===== src/rtl/rk_irq_pkg.sv =====
// Shared constants for the rk2040 interrupt front-end: line count, register map
// and default synchronizer depth.
package rk_irq_pkg;

  localparam int NUM_IRQ         = 8;
  localparam int IRQ_SYNC_STAGES = 2;

  localparam logic [1:0] IRQ_REG_MASK  = 2'd0;
  localparam logic [1:0] IRQ_REG_EDGE  = 2'd1;
  localparam logic [1:0] IRQ_REG_PEND  = 2'd2;
  localparam logic [1:0] IRQ_REG_FORCE = 2'd3;

endpackage


===== src/rtl/irq_line_detect.sv =====
// One interrupt line: synchronizer, optional debounce filter (IRQ_DEBOUNCE_EN)
// and the one-cycle-delayed copy used for rising-edge detection.
module irq_line_detect #(
  parameter int SYNC_STAGES     = 2,
  parameter int DEBOUNCE_CYCLES = 4
) (
  input  logic clk,
  input  logic rst,
  input  logic irqIn,
  output logic s,
  output logic rise
);

  if (SYNC_STAGES < 2 || DEBOUNCE_CYCLES < 1) begin : gBadParam
    $error("irq_line_detect: SYNC_STAGES must be >= 2 and DEBOUNCE_CYCLES >= 1");
  end

  logic [SYNC_STAGES-1:0] syncQ;
  logic                   syncOut;
  logic                   prev;

  always_ff @(posedge clk) begin
    if (rst) syncQ <= '0;
    else     syncQ <= {syncQ[SYNC_STAGES-2:0], irqIn};
  end

  assign syncOut = syncQ[SYNC_STAGES-1];

`ifdef IRQ_DEBOUNCE_EN
  localparam int CNT_W = $clog2(DEBOUNCE_CYCLES + 1);

  logic [CNT_W-1:0] cnt;
  logic             sDb;

  // s only follows the synchronizer after DEBOUNCE_CYCLES consecutive mismatches
  always_ff @(posedge clk) begin
    if (rst) begin
      cnt <= '0;
      sDb <= 1'b0;
    end else if (syncOut != sDb) begin
      if (cnt == CNT_W'(DEBOUNCE_CYCLES - 1)) begin
        sDb <= syncOut;
        cnt <= '0;
      end else begin
        cnt <= cnt + 1'b1;
      end
    end else begin
      cnt <= '0;
    end
  end

  assign s = sDb;
`else
  assign s = syncOut;
`endif

  always_ff @(posedge clk) begin
    if (rst) prev <= 1'b0;
    else     prev <= s;
  end

  assign rise = s & ~prev;

endmodule


===== src/rtl/irq_source_ctrl.sv =====
// Interrupt source front-end: per-line detection, MASK/EDGE_SEL/PENDING/FORCE
// register file and event feed to the handler. Optional debounce: IRQ_DEBOUNCE_EN.
module irq_source_ctrl
  import rk_irq_pkg::*;
#(
  parameter int NUM_IRQ         = rk_irq_pkg::NUM_IRQ,
  parameter int SYNC_STAGES     = IRQ_SYNC_STAGES,
  parameter int DEBOUNCE_CYCLES = 4
) (
  input  logic               clk,
  input  logic               rst,
  input  logic [NUM_IRQ-1:0] irq_in,
  input  logic [1:0]         bus_addr,
  input  logic               bus_we,
  input  logic               bus_re,
  input  logic [NUM_IRQ-1:0] bus_wdata,
  output logic [NUM_IRQ-1:0] bus_rdata,
  output logic [NUM_IRQ-1:0] interruptSet,
  output logic [NUM_IRQ-1:0] interruptMask,
  output logic               irq_pending_any
);

  logic [NUM_IRQ-1:0] sVec;
  logic [NUM_IRQ-1:0] riseVec;
  logic [NUM_IRQ-1:0] mask;
  logic [NUM_IRQ-1:0] edgeSel;
  logic [NUM_IRQ-1:0] pending;
  logic [NUM_IRQ-1:0] evHw;
  logic [NUM_IRQ-1:0] forceEv;
  logic [NUM_IRQ-1:0] w1c;
  logic [NUM_IRQ-1:0] eventAll;
  logic [NUM_IRQ-1:0] rdMux;

  for (genvar i = 0; i < NUM_IRQ; i++) begin : gLine
    irq_line_detect #(
      .SYNC_STAGES    (SYNC_STAGES),
      .DEBOUNCE_CYCLES(DEBOUNCE_CYCLES)
    ) uLine (
      .clk  (clk),
      .rst  (rst),
      .irqIn(irq_in[i]),
      .s    (sVec[i]),
      .rise (riseVec[i])
    );
  end

  // OR-ing FORCE into the hardware event collapses a coincident pair into one pulse
  assign evHw     = (edgeSel & riseVec) | (~edgeSel & sVec);
  assign forceEv  = (bus_we && bus_addr == IRQ_REG_FORCE) ? bus_wdata : '0;
  assign w1c      = (bus_we && bus_addr == IRQ_REG_PEND)  ? bus_wdata : '0;
  assign eventAll = evHw | forceEv;

  always_comb begin
    rdMux = '0;
    case (bus_addr)
      IRQ_REG_MASK: rdMux = mask;
      IRQ_REG_EDGE: rdMux = edgeSel;
      IRQ_REG_PEND: rdMux = pending;
      default:      rdMux = '0;
    endcase
  end

  always_ff @(posedge clk) begin
    if (rst) begin
      mask         <= '0;
      edgeSel      <= '0;
      pending      <= '0;
      interruptSet <= '0;
      bus_rdata    <= '0;
    end else begin
      interruptSet <= eventAll;
      pending      <= (pending & ~w1c) | eventAll;
      if (bus_we && bus_addr == IRQ_REG_MASK) mask    <= bus_wdata;
      if (bus_we && bus_addr == IRQ_REG_EDGE) edgeSel <= bus_wdata;
      if (bus_re) bus_rdata <= rdMux;
    end
  end

  assign interruptMask   = mask;
  assign irq_pending_any = |pending;

endmodule


===== config.mk =====
export PLATFORM = sky130hd
export DESIGN_NAME = irq_source_ctrl
export DESIGN_NICKNAME = d
export VERILOG_FILES = /design/src/rtl/rk_irq_pkg.sv /design/src/rtl/irq_line_detect.sv /design/src/rtl/irq_source_ctrl.sv
export SDC_FILE = /design/constraint.sdc
export NUM_CORES = 1
export LEC_CHECK = 0
export BUFFER_PORTS_ARGS = -buffer_cell sky130_fd_sc_hd__buf_4
export CORE_MARGIN = 2
export CORE_UTILIZATION = 25
export CTS_CLUSTER_SIZE = 28
export DETAILED_ROUTE_END_ITERATION = 8
export PLACE_DENSITY = 0.54
export SLEW_MARGIN = 20
export SYNTH_ARGS = -nofsm -noshare
export SYNTH_HDL_FRONTEND = slang
export SYNTH_SLANG_ARGS = --single-unit

===== constraint.sdc =====
create_clock -name clk -period 1.5 [get_ports clk]
set_input_delay 0.3 -clock clk [delete_from_list [all_inputs] [get_ports clk]]
set_output_delay 0.3 -clock clk [all_outputs]
set_load 0.01 [all_outputs]

Yosys cells after proc, flatten, opt, wreduce, memory -nomap -nowiden
Index checks and enable logic that the tools add are counted. W data, S select, Z words.

Equality and inequality tests: 3. Mux-type cells: 3. Bitwise logic cells: 24. Reduce and logical (&&, ||, !) cells: 6.

Operators with widths (number): $and A8 B8 Y8 (3); $or A8 B8 Y8 (3); $pmux W8 S3 (1); $mux W8 (2); $not A8 Y8 (2); $and A1 B1 Y1 (8); $not A1 Y1 (8); $reduce_or A8 Y1 (1); $eq A2 B2 Y1 const B (2); $logic_and A1 B1 Y1 (4); $eq A2 B1 Y1 const B (1); $logic_not A2 Y1 (1).

Register bits: 64. Input port bits: 22.

Depth between registers and ports, before layout
Word-level depth: 6. Mapped depth: 5. Mapped depth without buffers: 3.

By module
Synthesis repeated with hierarchy kept, for this count alone.

Cells, all modules: 237. Area total of the unflattened synthesis: 2464.9 um^2.

Modules (own cells, without submodules): irq_source_ctrl (times used 1, cells each 181, area an instance 1764.2 um^2, sequential area each 800.8 um^2); irq_line_detect (times used 8, cells each 7, area an instance 87.6 um^2, sequential area each 60.1 um^2).

Worst setup path after synthesis
OpenSTA, ideal clock, no wires.

Path kind: in2reg. From: input bus_addr[0]. To: register pending[0]. Setup time: 116 ps. Arrival: 1135 ps. Data required time: 1384 ps. Slack: 250 ps. Cell stages on the path: 5. Cell sequence: clkbuf_2 > and4b_1 > buf_6 > a22o_1 > a31o_1.

Cells in the longest elaborated chain, start to end: 6.

RTL lines: start: declaration (line irq_source_ctrl.sv:13) `input logic [1:0] bus_addr,`; $eq A2 B2 Y1 (line irq_source_ctrl.sv:50) `assign w1c = (bus_we && bus_addr == IRQ_REG_PEND) ? bus_wdata : '0;`; $logic_and A1 B1 Y1 (line irq_source_ctrl.sv:50); $mux W8 (line irq_source_ctrl.sv:50); $not A8 Y8 (line irq_source_ctrl.sv:72) `pending <= (pending & ~w1c) | eventAll;`; $and A8 B8 Y8 (line irq_source_ctrl.sv:72); $or A8 B8 Y8 * (line irq_source_ctrl.sv:72); end signal: assignment (line irq_source_ctrl.sv:72); end: declaration (line irq_source_ctrl.sv:27) `logic [NUM_IRQ-1:0] pending;`.

Mark *: on every way between the ends. The rest lies on a longest branch, timed or not. A chain may end at the register's enable or synchronous reset.

Final worst setup path
From: register pending[2]. To: output irq_pending_any.

Cells in the longest elaborated chain, start to end: 1.

RTL lines: $reduce_or A8 Y1 (line irq_source_ctrl.sv:80) `assign irq_pending_any = |pending;`; end: declaration (line irq_source_ctrl.sv:20) `output logic irq_pending_any`.

No other way between the ends.

==> impl_metrics.yaml <==
synth:
  syn-instance-count: 211
  synth_cell_types: 23
  synth_edf_count: 0
  synthArstFlopShare_pct: 0
  avgSynthCellArea_um2: 10.8
  post_synth_and_or_nand_nor_area_fraction_pct: 18.5
  ys_warn_count: 0
  netlist_area_um2: 2290
  syn_nets: 233
  synth_compound_area_share_pct: 11.1
  post_synth_mux_area_share_pct: 10.5
  seq_area_frac_synth_pct: 56.0
  synth_ff_type: "sky130_fd_sc_hd__dfxtp_1"
  post_synth_xor_area_fraction_pct: 0
  synth_fa_ha_area_share_pct: 0
  yosys_register_bits: 64
  combinational_family_with_the_most_area_after_synthesis: "simple AND/OR/NAND/NOR gates"
sta:
  slew_violations: 0
  final_period_minus_worst_setup_slack_ns: 1.54
  worst_slew_pin_slew_ns: 0.471
  final_worst_path_cycle_share_pct: 102
  post-route-worst-setup-slack_ns: -0.0370
  hold_viol_final: 0
  achievable-frequency_mhz: 651
  final.setup_skew_ns: 0.0125
  final.setup.tns_ns: -0.0370
  finalSetupViolCount: 1
  timing.max_slew.rel_slack_pct: 68.6
  unrepaired_setup_endpoints_after_global_routing: "true"
die:
  start_util_pct: 26.0
  rows: 34
  core_um2: 8810
  design.die.area_um2: 9940
  die_y_um: 99.7
  ioPinCount: 47
  die-width_um: 99.7
setup_path:
  cp_data_required_time_ns: 1.20
  arrival_ns: 1.24
  setup.reg_to_reg.worst_slack_ns: 0.41
  end_kind: "primary output"
  criticalPathCategory: "reg2out"
  cp_max_fo: 3
  setup.worst_path.start_class: "flop"
  crit-reg2reg-launch: "interruptMask[3]"
  r2r.worst_path.cells: 3
  r2r_end: "bus_rdata[3]"
global_route:
  grt_start_max_net_pins: 27
  grt.overflow.total: 0
  gr-max-usage-layer: "met2"
  grt_pass1_wl_mm: 8.13
  grt.met2_usage_pct: 15.6
  grt_antenna_before_repair: 0
  gr-usage-met3_pct: 5.13
  gr-usage-met1_pct: 14.2
  grt.total_usage_pct: 10.9
  grt_pass1_vias: 1574
power:
  combinationalPowerShare_pct: 9.7
  p_switching_w: 0.000846
  p_leak_nw: 1.31
  design_power_total_w: 0.00356
  share_seq_of_total_power_pct: 51.3
  p_int_w: 0.00271
  power.density_cell_area_nw_per_um2: 1200
  vdd.ir_drop.worst_mv: 0.452
  pwr-share-clk_pct: 38.9
  power_switching_share_pct: 23.8
routing:
  postRouteAntennaNets: 0
  route.vias.total: 1579
  finalWirelength_mm: 5.18
  detail_route.iter0.violations: 67
  drt_drc_violations_left: 0
  wire_per_inst_um: 13.9
  via_per_inst: 4.24
  detailedRoute.firstPassIterationCount: 4
cells_and_area:
  layout.cells.most_common: "sky130_fd_sc_hd__dfxtp_1"
  diodes: 0
  leading_cell_types_in_the_layout_fill_and_taps_excluded: "61 x sky130_fd_sc_hd__dfxtp_1, 51 x sky130_fd_sc_hd__buf_4, 24 x sky130_fd_sc_hd__mux2i_1, 20 x sky130_fd_sc_hd__nand2_1, 19 x sky130_fd_sc_hd__nor2_1"
  sequential_cell_area_um2: 1290
  syn_to_final_growth_pct: 30.0
  finish.net_count: 283
  final_cells: 372
  multiInputGateArea_um2: 938
  fillCellCount: 907
  drive_gt1_share_pct: 31.1
min_path:
  holdPathEnd: "gLine[0].uLine.syncQ[0]"
  hold-path-cell-count: 2
  hold_class: "in2reg"
  hold_start: "irq_in[0]"
outcome:
  status: "finished, violations left"
  failed_checks: "negative setup slack"
clocking:
  clock_insertion_delay_worst_skew_ns: 0.34
  clkTransAtPathRegs_ns: 0.07
  root_buffer: "sky130_fd_sc_hd__clkbuf_8"
  cts_num_sinks: 64
  clock_tree.buffer_depth: 2
  cts_htree_levels: 3
  clock_tree_from_tritoncts: "built"
  cts_made_buffers: 9
  ctsHoldBuffers: 0
placed_design:
  numPortBuffers: 46
  dp.cells: 357
  last_weighted_congestion_value_of_the_routability_driven_placer: 0.731
  hpwlAfterDp_mm: 3.65
job:
  max-cap-violations: 0
worst max path at each step:
stage                 from              end  slack [ns]
6_report        pending[2]  irq_pending_any       -0.04
5_1_grt         pending[2]  irq_pending_any       -0.12
4_1_cts         pending[7]  irq_pending_any       -0.08
3_5_place_dp   bus_addr[1]       pending[4]        0.04
3_3_place_gp   bus_addr[1]       pending[2]        0.06
2_1_floorplan  bus_addr[0]       pending[0]        0.25
stage by stage:
stage / utilization (%) / area, um2 / setup WS (ns) / hold WS [ns]
2_1_floorplan: - / 2290 / 0.250 / 0.414
3_3_place_gp: 31.3 / 2760 / 0.0563 / 0.420
3_5_place_dp: 31.3 / 2760 / 0.0418 / 0.423
4_1_cts: 33.7 / 2970 / -0.0816 / 0.158
5_1_grt: 33.8 / 2970 / -0.116 / 0.150
6_report: 33.8 / 2970 / -0.0370 / 0.164
synthesized netlist by cell type (2+ instances only):
master                      n  area, um2
sky130_fd_sc_hd__dfxtp_1   64       1280
sky130_fd_sc_hd__mux2i_1   24        240
sky130_fd_sc_hd__nand2_1   20       75.1
sky130_fd_sc_hd__nor2_1    19       71.3
sky130_fd_sc_hd__nor2b_1   18        113
sky130_fd_sc_hd__a22o_1     8       70.1
sky130_fd_sc_hd__a31o_1     8       70.1
sky130_fd_sc_hd__and2b_2    7       61.3
sky130_fd_sc_hd__nand3b_1   6       45.0
sky130_fd_sc_hd__o211a_1    5       50.1
sky130_fd_sc_hd__o211ai_1   5       37.5
sky130_fd_sc_hd__buf_2      4       20.0
sky130_fd_sc_hd__a311oi_1   3       26.3
sky130_fd_sc_hd__buf_1      3       11.3
sky130_fd_sc_hd__buf_6      3       33.8
sky130_fd_sc_hd__clkbuf_1   3       11.3
sky130_fd_sc_hd__or2_2      3       18.8
sky130_fd_sc_hd__clkbuf_2   2       10.0
sky130_fd_sc_hd__nor4_1     2       12.5
sequential cells by signal (all words and copies together), names as in the netlist:
signal,cells
bus_rdata,8
edgeSel,8
gLine.uLine.prev,8
gLine.uLine.syncQ,16
interruptMask,8
interruptSet,8
pending,8
layer usage:
layer | vias to the layer above | wire, um
li1 | 825 | -
met4 | 0 | 21
met2 | 41 | 2300
met5 | - | 0
met3 | 3 | 314
met1 | 710 | 2540
kinds of logic (layout without fill, tap and decap cells):
kind of cell,count (synthesis),in the layout
mux,24,24
compound gates,29,29
flops,64,64
buf+inv,16,69
simple gates,78,78
critical path, stage by stage, from the launching register on:
cell,delay (ns)
sky130_fd_sc_hd__dfxtp_2,0.34
sky130_fd_sc_hd__nor4_4,0.29
sky130_fd_sc_hd__nand2_1,0.13
sky130_fd_sc_hd__buf_6,0.14
repair_timing:
| item | 4_1_cts | 5_1_grt |
|---|---|---|
| pin swaps | 2 | 2 |
| setup endpoints to repair | 1 | 1 |
| gates resized for setup | 5 | 3 |
| setup buffers | 1 | 0 |
power by group through the flow:
stage | clock, W | sequential (W) | combinational [W]
after floorplan | 0 | 0.00186 | 0.000170
after global placement | 0 | 0.00186 | 0.000327
after detailed placement | 0 | 0.00186 | 0.000334
after CTS | 0.00140 | 0.00183 | 0.000349
after global routing | 0.00149 | 0.00184 | 0.000377
final | 0.00138 | 0.00183 | 0.000346
cell type report:
type | count | area share [%]
Clock buffer | 10 | 4.29
Sequential cell | 64 | 43.3
Multi-Input combinational cell | 131 | 31.6
Timing Repair Buffer | 54 | 14.6
Tap cell | 108 | 4.54
Inverter | 1 | 0.126
Clock inverter | 4 | 1.60
Note: power is estimated with default switching activity, not from simulation.
